### src/rtl/seg7_scan_driver.sv
// Multiplexed seven-segment scan driver.
// Scans NUM_DIGITS common-anode digits, one slot of REFRESH_DIV cycles each.
// Each slot opens with one dark cycle to avoid ghosting. Digits can be blanked
// or made to blink, and the blink rate is counted in whole scan frames.
// load is a plain capture strobe with no handshake: on every clk edge where
// load=1, digit_data, blank_mask and blink_mask are copied into shadow
// registers. The display reads only those shadows.
module seg7_scan_driver #(
  parameter int NUM_DIGITS   = 4,
  parameter int REFRESH_DIV  = 50000,
  parameter int BLINK_FRAMES = 64
) (
  input  logic                    clk,
  input  logic                    reset,
  input  logic                    load,
  input  logic [4*NUM_DIGITS-1:0] digit_data,
  input  logic [NUM_DIGITS-1:0]   blank_mask,
  input  logic [NUM_DIGITS-1:0]   blink_mask,
  output logic [6:0]              seg,
  output logic [NUM_DIGITS-1:0]   anode,
  output logic                    frame_tick
);

  localparam int CNT_W = (REFRESH_DIV > 1) ? $clog2(REFRESH_DIV) : 1;
  localparam int IDX_W = (NUM_DIGITS > 1) ? $clog2(NUM_DIGITS) : 1;
  localparam int FRM_W = (BLINK_FRAMES > 1) ? $clog2(BLINK_FRAMES) : 1;

  localparam logic [CNT_W-1:0] CNT_LAST = CNT_W'(REFRESH_DIV - 1);
  localparam logic [IDX_W-1:0] IDX_LAST = IDX_W'(NUM_DIGITS - 1);
  localparam logic [FRM_W-1:0] FRM_LAST = FRM_W'(BLINK_FRAMES - 1);

  logic [CNT_W-1:0]        cnt;
  logic [IDX_W-1:0]        idx;
  logic [FRM_W-1:0]        frm_cnt;
  logic                    blink_phase;
  logic [4*NUM_DIGITS-1:0] digit_sh;
  logic [NUM_DIGITS-1:0]   blank_sh;
  logic [NUM_DIGITS-1:0]   blink_sh;

  logic                    slot_end;
  logic                    frame_end;
  logic [3:0]              cur_nib;
  logic                    cur_blank;
  logic                    cur_blink;
  logic                    digit_off;
  logic [NUM_DIGITS-1:0]   sel_low;
  logic [6:0]              seg_nxt;
  logic [NUM_DIGITS-1:0]   anode_nxt;

  // Hex nibble to gfedcba pattern, active-low.
  function automatic logic [6:0] hex7(input logic [3:0] n);
    case (n)
      4'h0: hex7 = 7'b1000000;
      4'h1: hex7 = 7'b1111001;
      4'h2: hex7 = 7'b0100100;
      4'h3: hex7 = 7'b0110000;
      4'h4: hex7 = 7'b0011001;
      4'h5: hex7 = 7'b0010010;
      4'h6: hex7 = 7'b0000010;
      4'h7: hex7 = 7'b1111000;
      4'h8: hex7 = 7'b0000000;
      4'h9: hex7 = 7'b0010000;
      4'hA: hex7 = 7'b0001000;
      4'hB: hex7 = 7'b0000011;
      4'hC: hex7 = 7'b1000110;
      4'hD: hex7 = 7'b0100001;
      4'hE: hex7 = 7'b0000110;
      default: hex7 = 7'b0001110;
    endcase
  endfunction

  // Slot and frame boundary decode.
  always_comb begin
    slot_end  = (cnt == CNT_LAST);
    frame_end = slot_end && (idx == IDX_LAST);
  end

  // Pick the active digit's shadow content and its one-hot anode.
  always_comb begin
    cur_nib   = 4'h0;
    cur_blank = 1'b0;
    cur_blink = 1'b0;
    sel_low   = '1;
    for (int i = 0; i < NUM_DIGITS; i++) begin
      if (idx == IDX_W'(i)) begin
        cur_nib    = digit_sh[4*i +: 4];
        cur_blank  = blank_sh[i];
        cur_blink  = blink_sh[i];
        sel_low[i] = 1'b0;
      end
    end
  end

  // Next output values: dark at slot start or when the digit is off.
  always_comb begin
    digit_off = cur_blank | (cur_blink & blink_phase);
    seg_nxt   = 7'b1111111;
    anode_nxt = '1;
    if ((cnt != '0) && !digit_off) begin
      seg_nxt   = hex7(cur_nib);
      anode_nxt = sel_low;
    end
  end

  // Prescaler and digit index; load never touches these.
  always_ff @(posedge clk) begin
    if (reset) begin
      cnt <= '0;
      idx <= '0;
    end else if (slot_end) begin
      cnt <= '0;
      idx <= (idx == IDX_LAST) ? '0 : idx + 1'b1;
    end else begin
      cnt <= cnt + 1'b1;
    end
  end

  // Frame counter and blink phase, advanced once per completed frame.
  always_ff @(posedge clk) begin
    if (reset) begin
      frm_cnt     <= '0;
      blink_phase <= 1'b0;
    end else if (frame_end) begin
      if (frm_cnt == FRM_LAST) begin
        frm_cnt     <= '0;
        blink_phase <= ~blink_phase;
      end else begin
        frm_cnt <= frm_cnt + 1'b1;
      end
    end
  end

  // Shadow registers; reset leaves every digit blanked.
  always_ff @(posedge clk) begin
    if (reset) begin
      digit_sh <= '0;
      blank_sh <= '1;
      blink_sh <= '0;
    end else if (load) begin
      digit_sh <= digit_data;
      blank_sh <= blank_mask;
      blink_sh <= blink_mask;
    end
  end

  // Registered outputs, one cycle behind the scan state.
  always_ff @(posedge clk) begin
    if (reset) begin
      seg        <= 7'b1111111;
      anode      <= '1;
      frame_tick <= 1'b0;
    end else begin
      seg        <= seg_nxt;
      anode      <= anode_nxt;
      frame_tick <= frame_end;
    end
  end

endmodule

### config.mk
export PLATFORM = sky130hd
export DESIGN_NAME = seg7_scan_driver
export DESIGN_NICKNAME = d
export VERILOG_FILES = /design/src/rtl/seg7_scan_driver.sv
export SDC_FILE = /design/constraint.sdc
export NUM_CORES = 1
export LEC_CHECK = 0
export ABC_AREA = 1
export CAP_MARGIN = 20
export CORE_MARGIN = 2
export CORE_UTILIZATION = 35
export CTS_CLUSTER_SIZE = 24
export DETAILED_ROUTE_END_ITERATION = 8
export RECOVER_POWER = 25
export SKIP_LAST_GASP = 1
export SLEW_MARGIN = 20
export SYNTH_ARGS = -nofsm -noshare
export SYNTH_HDL_FRONTEND = slang
export SYNTH_SLANG_ARGS = --single-unit
export TNS_END_PERCENT = 30
### constraint.sdc
create_clock -name clk -period 1.8 [get_ports clk]
set_input_delay 0.36 -clock clk [delete_from_list [all_inputs] [get_ports clk]]
set_output_delay 0.36 -clock clk [all_outputs]
set_load 0.01 [all_outputs]
Yosys cells after proc, flatten, opt, wreduce, memory -nomap -nowiden

Memories as Yosys holds them, arrays and structs flattened. A register that Yosys moved wholly into a read port is not among the register bits.
Cells that the tools add are included.
Widths: inputs -> output; s select.

Word-level logic and storage cells: 48
Memory bits (read-only): 112
Memories kept: 1
Register bits: 54

Multiplexer cells: 18
Bitwise operators: 4
Reductions and logical operators: 8
Add/sub/neg operators: 3
Equality and inequality tests: 5

Memory list:

| name             | words | width | read ports | clocked after memory_dff | wr ports | line | source |
|---|---|---|---|---|---|---|---|
| (name not given) | 16    | 7     | 1          | 1                        | 0        | 52   | `case (n)` |

Operators with widths:

| kind                  | count |
|---|---|
| $add 16x1->16 const B | 1 |
| $eq 16x16->1 const B  | 1 |
| $mux 4                | 4 |
| $reduce_bool 16->1    | 1 |
| $mux 1                | 12 |
| $add 6x1->6 const B   | 1 |
| $eq 6x6->1 const B    | 1 |
| $mux 6                | 1 |
| $eq 2x2->1 const B    | 2 |
| $reduce_or 2->1       | 2 |
| $add 2x1->2 const B   | 1 |
| $eq 2x1->1 const B    | 1 |
| $logic_and 1x1->1     | 2 |
| $logic_not 2->1       | 1 |
| $mux 2                | 1 |
| $not 1->1             | 2 |
| $reduce_and 2->1      | 1 |
| $and 1x1->1           | 1 |
| $logic_not 1->1       | 1 |
| $or 1x1->1            | 1 |

Longest topological paths before layout

Gate-level depths: netlist (run 1).

Word-level depth: 11
Depth in mapped cells: 14

Worst setup path after synthesis (run 1)

OpenSTA, ideal clock, no wires.

Path type: register -> register
Start: register idx[0]
End: register seg[5]
Required time: 1.686 ns
Setup slack: -0.078 ns
Arrival: 1.763 ns
Stages on the path, launching flop included: 13
Cell sequence: dfxtp_1 inv_1 ha_1 buf_4 a21oi_1 nand2_1 o21ai_1 inv_1 ha_1 nand3_1 nor2_1 nor2_1 nand2_1

Word-level cells in the longest chain between the ends: 11
Elaborated cells between the ends (all ways): 22

RTL lines:

| element                   | line | source |
|---|---|---|
| from (decl)               | 33   | `logic [IDX_W-1:0] idx;` |
| from (signal assigned)    | 112  | `idx <= (idx == IDX_LAST) ? '0 : idx + 1'b1;` |
| $logic_not 2->1           | 85   | `if (idx == IDX_W'(i)) begin` |
| $mux 1 (4 in series)      | 85   |  |
| $and 1x1->1               | 96   | `digit_off = cur_blank \| (cur_blink & blink_phase);` |
| $or 1x1->1                | 96   |  |
| $logic_not 1->1           | 99   | `if ((cnt != '0) && !digit_off) begin` |
| $logic_and 1x1->1         | 99   |  |
| $not 1->1 (no line)       | n/a  |  |
| $reduce_or 2->1 (no line) | n/a  |  |
| to (decl)                 | 19   | `output logic [6:0] seg,` |

Parallel ways exist; a longest one is shown, timed or not.
A chain may end at the register's enable or synchronous reset.

Worst setup path in the final report (run 1)

Start: register idx[1]
End: register seg[4]

The elaborated chain is that of the path after synthesis.

==> impl_metrics.py, run 1 <==
metrics = {
    "layout": {
        "diodes": 0,
        "final_nets": 540,
        "final_cell_mix": "101 x nand2_1, 63 x nor2_1, 59 x dfxtp_1",
        "layout-drive-gt1-share_pct": 17.23,
        "design_area_mm2": 0.004099,
        "final_common_cell": "nand2_1",
        "n_fill_cell": 873,
        "area_delta_synth_final_pct": 32.20,
    },
    "synth": {
        "ys_warn_count": 0,
        "syn-cell-area_mm2": 0.003100,
        "avgSynthCellArea_um2": 6.983,
        "syn_nets": 484,
        "postSynth.asyncResetShare_pct": 0,
        "ys_seq_elements": 61,
        "synth_cells": 444,
        "ys.flop_type": "dfxtp_1",
        "synth_edf_count": 0,
        "yosysSeqAreaShare_pct": 39.39,
        "synth_cell_type_count": 33,
    },
    "drt": {
        "dr_wl_met3_um": 311,
        "wl_um": 7282,
        "route.met2.wl_um": 3592,
        "ant_nets": 0,
        "drt_first_pass_iters": 4,
        "highest_layer": "met4",
        "drc": 0,
        "vias": 2933,
        "wl_met1_um": 3240,
        "drt-vias-per-instance": 4.785,
        "drtIter0Drc": 109,
        "wl_per_cell_um": 11.88,
    },
    "timing": {
        "fmax_mhz": 589.6,
        "min_period_ns": 1.696,
        "hold_slack_ns": 0.4603,
        "setup_ws_ns": 0.1038,
        "slew_headroom_pct": 63.87,
        "finalSetupViolCount": 0,
        "clock_skew_ns": 0.01200,
        "rsz0062_at_grt": "yes",
        "finalHoldViolCount": 0,
        "final_max_slew_viol_count": 0,
        "worst_pin_slew_ns": 0.5419,
        "period_share_pct": 94.23,
    },
    "placed_design": {
        "pre_cts_slack_ns": -0.08554,
        "place.gp.congestion": 0.8566,
        "portBuffers": 38,
        "hpwl_um": 5319,
        "place_area_mm2": 0.003700,
    },
    "cts": {
        "clk_pin_slew_ns": 0.08,
        "cts_tree": "built",
        "root_buffer": "clkbuf_8",
        "cts.htree.levels": 3,
        "cts-buffers-inserted": 9,
        "clk_latency_ns": 0.34,
        "postCtsHoldBufs": 0,
        "cts_buffer_depth": 2,
        "cts_sinks": 61,
    },
    "floorplan": {
        "start_util_pct": 35.90,
        "die_w_um": 98.12,
        "design.die.area_mm2": 0.009628,
        "pin_count": 39,
        "fp.dieH_um": 98.12,
        "core_mm2": 0.008636,
        "rows": 34,
    },
    "critical_path": {
        "crit_arrival_ns": 1.92,
        "crit_path_start_kind": "flip-flop",
        "cp_data_required_time_ns": 2.02,
        "crit_path_end_kind": "flip-flop",
        "critPathKind": "flip-flop to flip-flop",
        "critPathMaxFanout": 8,
    },
    "grt": {
        "grt_pass1_wl_um": 12230,
        "grt_start_max_net_pins": 30,
        "antenna_found_initial": 0,
        "grt_pass1_vias": 2792,
        "grt.total_usage_pct": 15.59,
        "gr-total-overflow": 0,
    },
    "run_status": {
        "status": "completed",
    },
    "pwr": {
        "peakVddDrop_v": 0.0005403,
        "p_leak_uw": 0.001702,
        "cellPowerDensity_mw_per_mm2": 823.2,
    },
    "min_path": {
        "worstHoldPathType": "flip-flop to flip-flop",
    },
    "job": {
        "maxCapViolCount": 0,
    },
}
## sequential cells by signal (all words and copies together), names as in the netlist
| register | cells |
|---|---|
| cnt | 16 |
| digit_sh | 16 |
| seg | 7 |
| frm_cnt | 6 |
| anode | 4 |
| blank_sh | 4 |
| blink_sh | 4 |
| idx | 2 |
| blink_phase | 1 |
| frame_tick | 1 |
## where the power goes
group	leakage [uW]	switching (uW)	internal (uW)	total [uW]
combinational	0.00107	159	143	301
clock	0.000134	577	1070	1650
sequential	0.000501	30.8	1400	1430
total	0.00170	766	2610	3370
## logic make-up after synthesis
| logic type | synth area share [%] |
|---|---|
| xor+xnor | 1.130 |
| compound gates | 10.94 |
| simple gates | 35.55 |
| flops | 39.39 |
| buf+inv | 7.748 |
| fa+ha+maj | 5.246 |
## Yosys cell counts (3+ instances only)
cell type  count  share of area, %
a21oi_1       29               4.7
buf_2          6              0.97
buf_4          3              0.73
clkbuf_1       4              0.48
dfxtp_1       61                39
ha_1          13               5.2
inv_1         37               4.5
inv_2          7              0.85
nand2_1      105                13
nand2_4        3               1.1
nand3_1       39               6.3
nand3_2        5               1.6
nand4_1        6               1.2
nor2_1        63               7.6
nor2_2         4              0.81
nor3_1         4              0.65
o21ai_0       29               4.7
or2_0          3              0.61
xor2_1         3              0.85
## worst max-delay path, cell delays in order (launching register included)
cell,delay (ns)
dfxtp_4,0.37
inv_4,0.08
ha_4,0.14
inv_2,0.05
buf_4,0.13
nand2_2,0.07
inv_1,0.04
o21ai_1,0.06
nand3_1,0.10
nand2_1,0.10
inv_1,0.06
nor2_4,0.26
nand3_2,0.11
## what timing repair did
| action | in CTS | in global routing |
|---|---|---|
| setup buffers | 1 | 1 |
| pin swaps | 1 | 6 |
| gates resized for setup | 4 | 31 |
| endpoints found under the setup margin | 7 | 11 |
| endpoints found under the hold margin | 0 | 0 |
## final cells by class
cell class	count	area [um2]	share of cell area (%)
timing repair buffer	58	528.0	12.88
multi-input combinational	324	1757	42.86
inverter	46	180.2	4.396
sequential	61	1229	29.98
tap	108	135.1	3.297
clock buffer	9	123.9	3.022
clock inverter	7	146.4	3.571
## path summary, 6_finish.rpt
| check | endpoint | slack (ns) | depth (start not counted) | start |
|---|---|---|---|---|
| max | seg[4]$_SDFF_PP1_ | 0.10 | 12 | idx[1]$_SDFFE_PP0N_ |
| min | blank_sh[1]$_SDFFE_PP1P_ | 0.46 | 2 | blank_sh[1]$_SDFFE_PP1P_ |
| max reg2reg | seg[4]$_SDFF_PP1_ | 0.10 | 12 | idx[1]$_SDFFE_PP0N_ |
| min reg2reg | blank_sh[1]$_SDFFE_PP1P_ | 0.46 | 2 | blank_sh[1]$_SDFFE_PP1P_ |
## through the flow
| stage | TNS [ns] | utilization, % | power (uW) | std cells |
|---|---|---|---|---|
| after global placement | -0.09432 | 42.84 | 1748 | 595 |
| after CTS | 0 | 46.16 | 3425 | 612 |
| after detailed placement | -0.3546 | 42.84 | 1751 | 595 |
| final | 0 | 47.46 | 3374 | 613 |
| after global routing | -0.04945 | 47.46 | 3531 | 613 |
| after floorplan | 0 | - | 1619 | 444 |
## layer usage
layer / track usage [%] / vias to the layer above
li1: - / 1542
met1: 17.54 / 1319
met2: 27.56 / 58
met3: 4.868 / 14
met4: 5.876 / 0
met5: 0 / -
Power figures use the tool's default switching activity.
==> inputs of run 2 (changes only) <==
--- a/config.mk
+++ b/config.mk
@@ -6,7 +6,6 @@
 export NUM_CORES = 1
 export LEC_CHECK = 0
 export ABC_AREA = 1
-export CAP_MARGIN = 20
 export CORE_MARGIN = 2
 export CORE_UTILIZATION = 35
 export CTS_CLUSTER_SIZE = 24
@@ -17,4 +16,3 @@
 export SYNTH_ARGS = -nofsm -noshare
 export SYNTH_HDL_FRONTEND = slang
 export SYNTH_SLANG_ARGS = --single-unit
-export TNS_END_PERCENT = 30
==> results of run 2 <==
Same layout as run 1: the final DEF is identical, and so are final timing and power.
